[src/rtl/color_centroid_tracker.sv]
// Per-channel colour-class centroid tracker: qualifies pixels, accumulates weighted x/y sums per frame.
// Divides the sums out with one shared restoring divider: ACC_W+2 cycles per job, or 2 for an empty channel.
// No backpressure: a frame boundary that arrives while busy is dropped and sets the sticky overrun flag.
module color_centroid_tracker #(
  parameter int NUM_CH = 2,
  parameter int X_W    = 11,
  parameter int Y_W    = 10,
  parameter int ACC_W  = 32,
  parameter int CNT_W  = 23,
  parameter int X_OFF  = 152,
  parameter int Y_OFF  = 144,
  parameter int X_DEF  = 512,
  parameter int Y_DEF  = 384
) (
  input  logic                  clk,
  input  logic                  reset,
  input  logic                  pix_valid,
  input  logic                  sof,
  input  logic [17:0]           pixel,
  input  logic [X_W-1:0]        x,
  input  logic [Y_W-1:0]        y,
  input  logic [2*NUM_CH-1:0]   ch_sel,
  input  logic [5*NUM_CH-1:0]   ch_min,
  input  logic [5*NUM_CH-1:0]   ch_diff,
  output logic [NUM_CH-1:0]     included,
  output logic [10*NUM_CH-1:0]  x_center,
  output logic [10*NUM_CH-1:0]  y_center,
  output logic [NUM_CH-1:0]     found,
  output logic                  result_valid,
  output logic                  busy,
  output logic                  overrun
);

  localparam int NJOB = 2 * NUM_CH;
  localparam int JW   = (NJOB > 1) ? $clog2(NJOB) : 1;
  localparam int CW   = (NUM_CH > 1) ? $clog2(NUM_CH) : 1;
  localparam int IW   = $clog2(ACC_W + 1);
  localparam int XP_W = X_W + 3;
  localparam int YP_W = Y_W + 3;

  typedef enum logic [2:0] {
    S_IDLE,
    S_LOAD,
    S_DIV,
    S_NEXT,
    S_DONE
  } state_t;

  state_t state, state_nxt;

  // Only the top 5 bits of each 6-bit colour take part in qualification.
  logic [4:0] col_r, col_g, col_b;
  logic       unused_pixel_lsbs;
  assign col_r = pixel[17:13];
  assign col_g = pixel[11:7];
  assign col_b = pixel[5:1];
  assign unused_pixel_lsbs = ^{pixel[12], pixel[6], pixel[0]};

  // Main colour must beat the floor and clear both other colours by more than the margin.
  // The margin is only meaningful when other < main, so the subtraction never wraps in a
  // term that can make the result true.
  function automatic logic qualify(input logic [1:0] sel, input logic [4:0] r,
                                   input logic [4:0] g, input logic [4:0] b,
                                   input logic [4:0] cmin, input logic [4:0] cdiff);
    logic [4:0] mn, oa, ob;
    mn = r;
    oa = g;
    ob = b;
    case (sel)
      2'd1: begin mn = g; oa = r; ob = b; end
      2'd2: begin mn = b; oa = r; ob = g; end
      default: ;
    endcase
    return (sel != 2'd3) && (mn > cmin) && (oa < mn) && (ob < mn) &&
           ((mn - oa) > cdiff) && ((mn - ob) > cdiff);
  endfunction

  function automatic logic [ACC_W-1:0] sat_add_acc(input logic [ACC_W-1:0] a,
                                                   input logic [ACC_W-1:0] b);
    logic [ACC_W:0] s;
    s = {1'b0, a} + {1'b0, b};
    return s[ACC_W] ? '1 : s[ACC_W-1:0];
  endfunction

  function automatic logic [CNT_W-1:0] sat_add_cnt(input logic [CNT_W-1:0] a,
                                                   input logic [CNT_W-1:0] b);
    logic [CNT_W:0] s;
    s = {1'b0, a} + {1'b0, b};
    return s[CNT_W] ? '1 : s[CNT_W-1:0];
  endfunction

  logic [1:0]       hist     [NUM_CH];
  logic [1:0]       hist_eff [NUM_CH];
  logic [2:0]       wgt      [NUM_CH];
  logic [XP_W-1:0]  x_add    [NUM_CH];
  logic [YP_W-1:0]  y_add    [NUM_CH];
  logic [ACC_W-1:0] xsum     [NUM_CH];
  logic [ACC_W-1:0] ysum     [NUM_CH];
  logic [CNT_W-1:0] cnt      [NUM_CH];
  logic [ACC_W-1:0] xsum_sat [NUM_CH];
  logic [ACC_W-1:0] ysum_sat [NUM_CH];
  logic [CNT_W-1:0] cnt_sat  [NUM_CH];

  // Per-channel qualification, run-length weight and saturating next sums
  always_comb begin
    included = '0;
    for (int c = 0; c < NUM_CH; c++) begin
      included[c] = pix_valid && qualify(ch_sel[2*c +: 2], col_r, col_g, col_b,
                                         ch_min[5*c +: 5], ch_diff[5*c +: 5]);
      // Column 0 starts a fresh line, so history from the previous line is ignored.
      hist_eff[c] = (x == '0) ? 2'b00 : hist[c];
      if (!included[c])              wgt[c] = 3'd0;
      else if (hist_eff[c] == 2'b11) wgt[c] = 3'd4;
      else if (hist_eff[c] == 2'b00) wgt[c] = 3'd1;
      else                           wgt[c] = 3'd2;
      x_add[c]    = XP_W'(wgt[c]) * XP_W'(x);
      y_add[c]    = YP_W'(wgt[c]) * YP_W'(y);
      xsum_sat[c] = sat_add_acc(xsum[c], ACC_W'(x_add[c]));
      ysum_sat[c] = sat_add_acc(ysum[c], ACC_W'(y_add[c]));
      cnt_sat[c]  = sat_add_cnt(cnt[c], CNT_W'(wgt[c]));
    end
  end

  logic frame_end;
  assign frame_end = pix_valid && sof;

  // Accumulate each qualified pixel; a frame-start pixel restarts the sums with its own share
  always_ff @(posedge clk) begin
    if (reset) begin
      for (int c = 0; c < NUM_CH; c++) begin
        hist[c] <= '0;
        xsum[c] <= '0;
        ysum[c] <= '0;
        cnt[c]  <= '0;
      end
    end else if (pix_valid) begin
      for (int c = 0; c < NUM_CH; c++) begin
        hist[c] <= {hist_eff[c][0], included[c]};
        if (sof) begin
          xsum[c] <= ACC_W'(x_add[c]);
          ysum[c] <= ACC_W'(y_add[c]);
          cnt[c]  <= CNT_W'(wgt[c]);
        end else begin
          xsum[c] <= xsum_sat[c];
          ysum[c] <= ysum_sat[c];
          cnt[c]  <= cnt_sat[c];
        end
      end
    end
  end

  logic [ACC_W-1:0] snap_x [NUM_CH];
  logic [ACC_W-1:0] snap_y [NUM_CH];
  logic [CNT_W-1:0] snap_c [NUM_CH];

  // Hand the finished frame to the divider when free; otherwise drop it and flag the loss
  always_ff @(posedge clk) begin
    if (reset) begin
      overrun <= 1'b0;
      for (int c = 0; c < NUM_CH; c++) begin
        snap_x[c] <= '0;
        snap_y[c] <= '0;
        snap_c[c] <= '0;
      end
    end else if (frame_end) begin
      if (state == S_IDLE) begin
        for (int c = 0; c < NUM_CH; c++) begin
          snap_x[c] <= xsum[c];
          snap_y[c] <= ysum[c];
          snap_c[c] <= cnt[c];
        end
      end else begin
        overrun <= 1'b1;
      end
    end
  end

  logic [JW-1:0]    job;
  logic [CW-1:0]    job_ch;
  logic [IW-1:0]    iter;
  logic [ACC_W-1:0] quo;
  logic [CNT_W-1:0] dvsr;
  logic [CNT_W-1:0] rem;
  logic [CNT_W-1:0] rem_sub;
  logic [CNT_W:0]   trial;
  logic             take;
  logic [9:0]       x_stg [NUM_CH];
  logic [9:0]       y_stg [NUM_CH];
  logic [NUM_CH-1:0] found_stg;

  // Jobs run ch0x, ch0y, ch1x, ...; the channel is the job index without its x/y bit.
  assign job_ch = CW'(job >> 1);
  // Restoring step: bring down the next dividend bit and subtract when the divisor fits.
  // When it fits the difference is below the divisor, so the low bits hold it exactly.
  assign trial   = {rem, quo[ACC_W-1]};
  assign take    = (trial >= {1'b0, dvsr});
  assign rem_sub = trial[CNT_W-1:0] - dvsr;

  // Divider state register
  always_ff @(posedge clk) begin
    if (reset) state <= S_IDLE;
    else       state <= state_nxt;
  end

  // Divider next-state: empty channels skip straight from LOAD to NEXT
  always_comb begin
    state_nxt = state;
    case (state)
      S_IDLE: if (frame_end) state_nxt = S_LOAD;
      S_LOAD: state_nxt = (snap_c[job_ch] == '0) ? S_NEXT : S_DIV;
      S_DIV:  if (iter == IW'(ACC_W - 1)) state_nxt = S_NEXT;
      S_NEXT: state_nxt = (job == JW'(NJOB - 1)) ? S_DONE : S_LOAD;
      S_DONE: state_nxt = S_IDLE;
      default: state_nxt = S_IDLE;
    endcase
  end

  assign busy = (state != S_IDLE);

  // Divider datapath: operand load, one quotient bit per cycle, result staging
  always_ff @(posedge clk) begin
    if (reset) begin
      job       <= '0;
      iter      <= '0;
      quo       <= '0;
      dvsr      <= '0;
      rem       <= '0;
      found_stg <= '0;
      for (int c = 0; c < NUM_CH; c++) begin
        x_stg[c] <= 10'(X_DEF);
        y_stg[c] <= 10'(Y_DEF);
      end
    end else begin
      case (state)
        S_LOAD: begin
          dvsr <= snap_c[job_ch];
          quo  <= job[0] ? snap_y[job_ch] : snap_x[job_ch];
          rem  <= '0;
          iter <= '0;
        end
        S_DIV: begin
          rem  <= take ? rem_sub : trial[CNT_W-1:0];
          quo  <= {quo[ACC_W-2:0], take};
          iter <= iter + IW'(1);
        end
        S_NEXT: begin
          if (!job[0]) begin
            x_stg[job_ch]     <= (dvsr == '0) ? 10'(X_DEF) : quo[9:0] + 10'(X_OFF);
            found_stg[job_ch] <= (dvsr != '0);
          end else begin
            y_stg[job_ch]     <= (dvsr == '0) ? 10'(Y_DEF) : quo[9:0] + 10'(Y_OFF);
          end
          job <= (job == JW'(NJOB - 1)) ? '0 : job + JW'(1);
        end
        default: ;
      endcase
    end
  end

  // Publish every staged result together, with a one-cycle pulse as DONE retires
  always_ff @(posedge clk) begin
    if (reset) begin
      x_center     <= {NUM_CH{10'(X_DEF)}};
      y_center     <= {NUM_CH{10'(Y_DEF)}};
      found        <= '0;
      result_valid <= 1'b0;
    end else begin
      result_valid <= (state == S_DONE);
      if (state == S_DONE) begin
        for (int c = 0; c < NUM_CH; c++) begin
          x_center[10*c +: 10] <= x_stg[c];
          y_center[10*c +: 10] <= y_stg[c];
        end
        found <= found_stg;
      end
    end
  end

endmodule

[config.mk]
export PLATFORM = sky130hd
export DESIGN_NAME = color_centroid_tracker
export DESIGN_NICKNAME = d
export VERILOG_FILES = /design/src/rtl/color_centroid_tracker.sv
export SDC_FILE = /design/constraint.sdc
export NUM_CORES = 1
export LEC_CHECK = 0
export BUFFER_PORTS_ARGS = -buffer_cell sky130_fd_sc_hd__clkbuf_2
export CAP_MARGIN = 20
export CORE_ASPECT_RATIO = 0.75
export CORE_MARGIN = 3
export CORE_UTILIZATION = 45
export DETAILED_ROUTE_END_ITERATION = 8
export PLACE_DENSITY = 0.69
export SLEW_MARGIN = 10
export SYNTH_ARGS = -nofsm -noshare
export SYNTH_HDL_FRONTEND = slang
export SYNTH_SLANG_ARGS = --single-unit
[constraint.sdc]
create_clock -name clk -period 9.95 [get_ports clk]
set_input_delay 1.4925 -clock clk [delete_from_list [all_inputs] [get_ports clk]]
set_output_delay 1.4925 -clock clk [all_outputs]
set_load 0.1 [all_outputs]
* Word level (Yosys, flattened, before mapping)
Memories as Yosys holds them, arrays and structs flattened. A register that Yosys moved wholly into a read port is not among the register bits. Cells that the tools add are included.
Cells by class: add/sub/neg operators 15, $mul 4, div/mod/pow operators 0, $lt $le $gt $ge 13, equal/unequal tests 16, shift operators 0, mux-type cells 93, bitwise operators 22, reduce and logical (&&, ||, !) cells 30
Operator list (number):
- 32-bit 2-to-1 mux | 17
- 23-bit 2-to-1 mux | 9
- 32-bit by 13-bit adder with 33-bit output | 2
- 32-bit by 14-bit adder with 33-bit output | 2
- 32-bit one-hot mux with 2 select lines | 1
- 23-bit by 3-bit adder with 24-bit output | 2
- 23-bit logical NOT | 2
- 23-bit one-hot mux with 2 select lines | 1
- 10-bit 2-to-1 mux | 4
- 1-bit 2-to-1 mux | 37
- 5-bit greater-than comparator | 6
- 3-bit by 11-bit multiplier with 14-bit output | 2
- 3-bit by 10-bit multiplier with 13-bit output | 2
- 24-bit by 23-bit >= comparator with 1-bit output | 1
- 23-bit nonzero test | 1
- 23-bit subtractor | 1
- 3-bit 2-to-1 mux | 7
- 10-bit by 8-bit adder with 10-bit output (second input constant) | 2
- 5-bit < comparator | 4
- 5-bit 2-to-1 mux | 4
- 1-bit OR | 20
- 5-bit one-hot mux with 2 select lines | 2
- 10-bit OR reduction | 2
- 5-bit subtractor | 4
- other kinds (25) | 58
Storage, ports and cells: register bits after elaboration 95, latch bits 0, bits in writable memories 392, ROM bits 0, input port bits 67, output and inout port bits 47, logic and storage cells 212, memories kept 9
Memory list:
- snap_x | words 2, bits a word 32, read ports 1, clocked after Yosys merged registers in 1, write ports 2, line 152 | logic [ACC_W-1:0] snap_x [NUM_CH];
- snap_y | words 2, bits a word 32, read ports 1, clocked after Yosys merged registers in 1, write ports 2, line 153 | logic [ACC_W-1:0] snap_y [NUM_CH];
- xsum | words 2, bits a word 32, read ports 2, clocked after Yosys merged registers in 0, write ports 2, line 97 | logic [ACC_W-1:0] xsum [NUM_CH];
- ysum | words 2, bits a word 32, read ports 2, clocked after Yosys merged registers in 0, write ports 2, line 98 | logic [ACC_W-1:0] ysum [NUM_CH];
- cnt | words 2, bits a word 23, read ports 2, clocked after Yosys merged registers in 0, write ports 2, line 99 | logic [CNT_W-1:0] cnt [NUM_CH];
- snap_c | words 2, bits a word 23, read ports 1, clocked after Yosys merged registers in 1, write ports 2, line 154 | logic [CNT_W-1:0] snap_c [NUM_CH];
- +3 memories

* Longest topological paths before layout
depth after elaboration 14, depth in mapped cells 45, depth with buffers taken out 41

* Worst setup path before layout
Ideal clock, no wire load.
kind register to register, from register state[0], to memory snap_c[0][0] (enable), library setup time 0.743 ns, arrival 9.916 ns, required time 9.207 ns, path slack -0.709 ns, stages on the path, launching flop included 5, path buffers 1, period minus slack after synthesis 10.659 ns, cells stage by stage dfxtp_1 -> clkbuf_1 -> nor3_1 -> clkinv_1 -> o21bai_1
RTL lines:
- from (decl) | line 49 | state_t state, state_nxt;
- from (signal assigned) | line 202 | else state <= state_nxt;
- to (decl) | line 154

==> results_dict.tcl <==
set metrics [dict create \
    cts_root_buf "clkbuf_16" \
    place.port_buffers 110 \
    synth-edff-count 392 \
    synth_top_cells_by_area "edfxtp_1 (37%), dfxtp_1 (8.5%), ha_1 (7.6%)" \
    clk_pin_slew_worst_paths_ps 60 \
    start_kind "primary input" \
    synth_area_um2 32200 \
    synth.distinct_cells 81 \
    path_class "in -> reg" \
    hold_viol 0 \
    ir_worst_vdd_mv 0.128 \
    syn-mean-instance-area_um2 10.0 \
    drive_gt1_share_pct 11.9 \
    period_minus_slack_ps 9390 \
    fin_util_pct 51.5 \
    drt_iter0_drc 2228 \
    core_area_um2 70400 \
    min_path_type "reg -> reg" \
    grt.total_usage_pct 21.2 \
    cp-end-kind "flip-flop" \
    grt_max_degree 175 \
    fin_area_um2 36300 \
    p_leak_uw 0.0149 \
    period_share_pct 94.4 \
    layout.nets 3674 \
    synth_ff_type "edfxtp_1" \
    cts_buffers 52 \
    dr.pass1.iters 6 \
    setup_violations 0 \
    gr-total-overflow 0 \
    clk_latency_ps 610 \
    cp_max_fo 8 \
    slowest_stage "fa_1" \
    cap_violations 0 \
    die_area_um2 74800 \
    finalMaxSlewViolations 0 \
    placed_area_um2 34500 \
    htree_levels 2 \
    fmax_mhz 106 \
    wl_per_cell_um 18.5 \
    antenna_found_initial 1 \
    area_growth_pct 12.7 \
    num_rows 84 \
    cts_tree "built" \
    r2r_slack_ps 4040 \
    num_antenna_cells 0 \
    synth_nets 3521 \
    die_w_um 315 \
    vias 24300 \
    clock_skew_ps 19.3 \
    synth_async_sr_flop_share_pct 0 \
    vias_per_cell 5.59 \
    boundaryPins 114 \
    worstMarginPinSlew_ps 1210 \
    slew_headroom_pct 19.2 \
    drc 0 \
    rsz0062_at_grt "no" \
    yosys.area.top_type "edfxtp_1" \
    yosysSeqAreaShare_pct 45.0 \
    ys_warn_count 0 \
    routabilityCongestion 0.895 \
    ant_nets 0 \
    required_ps 10260 \
    synth_top_area_share_pct 36.6 \
    ys_ff_latch 528 \
    synth_cells 3209 \
    max_stage_delay_ps 500 \
    grt_pass1_vias 22500 \
    clock-sinks 528 \
    post_cts_hold_buffer_count 0 \
    power.density_nw_per_um2 162 \
    status "complete, no violations" \
    dieHeight_um 238 \
    cts.path.max_buffers 3 \
    place_hpwl_um 58200 \
    grt_pass1_wl_um 127000 \
    crit_arrival_ps 9700 \
    postRouteWirelength_um 80500 \
    start_util_pct 45.7 \
    cts_setup_buffers 0 \
    setup_tns_ps 0 \
]
## cell usage after synthesis (43+ instances only)
library cell and number:
nor3_1 64, nand3_1 71, xnor2_1 88, a211oi_1 51, a22oi_1 43, inv_1 183
xor2_1 95, nor2_1 175, a31oi_1 66, nand2_1 355, fa_1 49, a21o_1 57
clkbuf_1 119, and3_1 73, o21ai_0 97, edfxtp_1 392, ha_1 196, a21oi_1 264
mux2i_1 57, dfxtp_1 136, and2_1 189
## worst paths after layout
| path | startpoint | endpoint | cells past startpoint |
|---|---|---|---|
| max | ch_sel[0] | ysum[0][21] | 37 |
| max reg2reg | hist[0][0] | ysum[0][21] | 23 |
| min reg2reg | y_center[13] | y_center[13] | 2 |
| min | y_center[13] | y_center[13] | 2 |
## cell families after synthesis
group | count (synthesis) | synth area share, %
AOI/OAI and AO/OA | 729 | 14.1
DFF | 528 | 45.0
buffers and inverters | 343 | 4.13
adders and majority gates | 247 | 10.7
muxes | 97 | 4.29
xor gates and xnor gates | 183 | 4.98
and+or+nand+nor | 1082 | 16.7
## cells in the final DEF (no fill, tap or decap), types with 51 or more instances in the layout
cell type	synthesis	layout
and3_1	73	72
edfxtp_1	392	392
a21oi_1	264	262
nand3_1	71	71
xnor2_1	88	88
a211oi_1	51	51
nor2_1	175	171
nor3_1	64	64
clkbuf_2	0	109
o21ai_0	97	97
mux2i_1	57	57
a31oi_1	66	65
dfxtp_1	136	135
clkbuf_16	0	53
and2_1	189	188
xor2_1	95	95
buf_4	0	141
inv_1	183	183
nand2_1	355	354
a21o_1	57	57
ha_1	196	195
## stage by stage
stage                     setup WS [ps]  power [µW]  hold WS, ps  cells
after floorplan                     165        3570          432   3209
after global placement             51.0        3860          444   4252
after detailed placement           54.8        3870          447   4252
after CTS                           647        5870          456   4350
after global routing               12.5        6120          477   4352
final                               559        5860          453   4352
## final cells by class
cell class	instances	area (µm²)
flip-flops and latches	528	14500
multi-input cells	2338	16400
repair buffers	256	1730
clock buffers	65	1390
fillers	6288	34200
inverters	186	698
clock inverters	33	333
well taps	946	1180
## where the power goes
group          internal, µW  leakage, µW  switching [µW]
logic                   498      0.00875             716
clock network          1130     0.000832             873
registers              2520      0.00531             118
## registers in the layout, summed over array words and instances, names as in the netlist, 4 cells and up, named ones only
| signal | flops |
|---|---|
| rem | 23 |
| quo | 32 |
| snap_y | 64 |
| iter | 6 |
| y_center | 20 |
| snap_x | 64 |
| x_stg | 20 |
| hist | 4 |
| dvsr | 23 |
| ysum | 64 |
| xsum | 64 |
| snap_c | 46 |
| y_stg | 20 |
| x_center | 20 |
| cnt | 46 |
## worst max-delay path: cells and delay by family
| family | cells | cell delay, ps |
|---|---|---|
| and+or+nand+nor | 8 | 1640 |
| xor gates and xnor gates | 2 | 350 |
| muxes | 1 | 360 |
| adders and majority gates | 7 | 2510 |
| buffers and inverters | 5 | 530 |
| AOI/OAI and AO/OA | 14 | 2790 |
## routing by layer
layer / vias up / GRT usage, % / part of all wire [%]
met3: 67 / 4.46 / 8.3
met1: 11700 / 32.8 / 48
met5: - / 0 / 0
li1: 11900 / - / -
met4: 0 / 3.50 / 1.2
met2: 710 / 30.7 / 42
## what timing repair did
item,in CTS,in global routing
gates resized for setup,0,5
hold endpoints to repair,0,0
endpoints found under the setup margin,0,11
No activity file was read; power rests on OpenSTA's default activity.
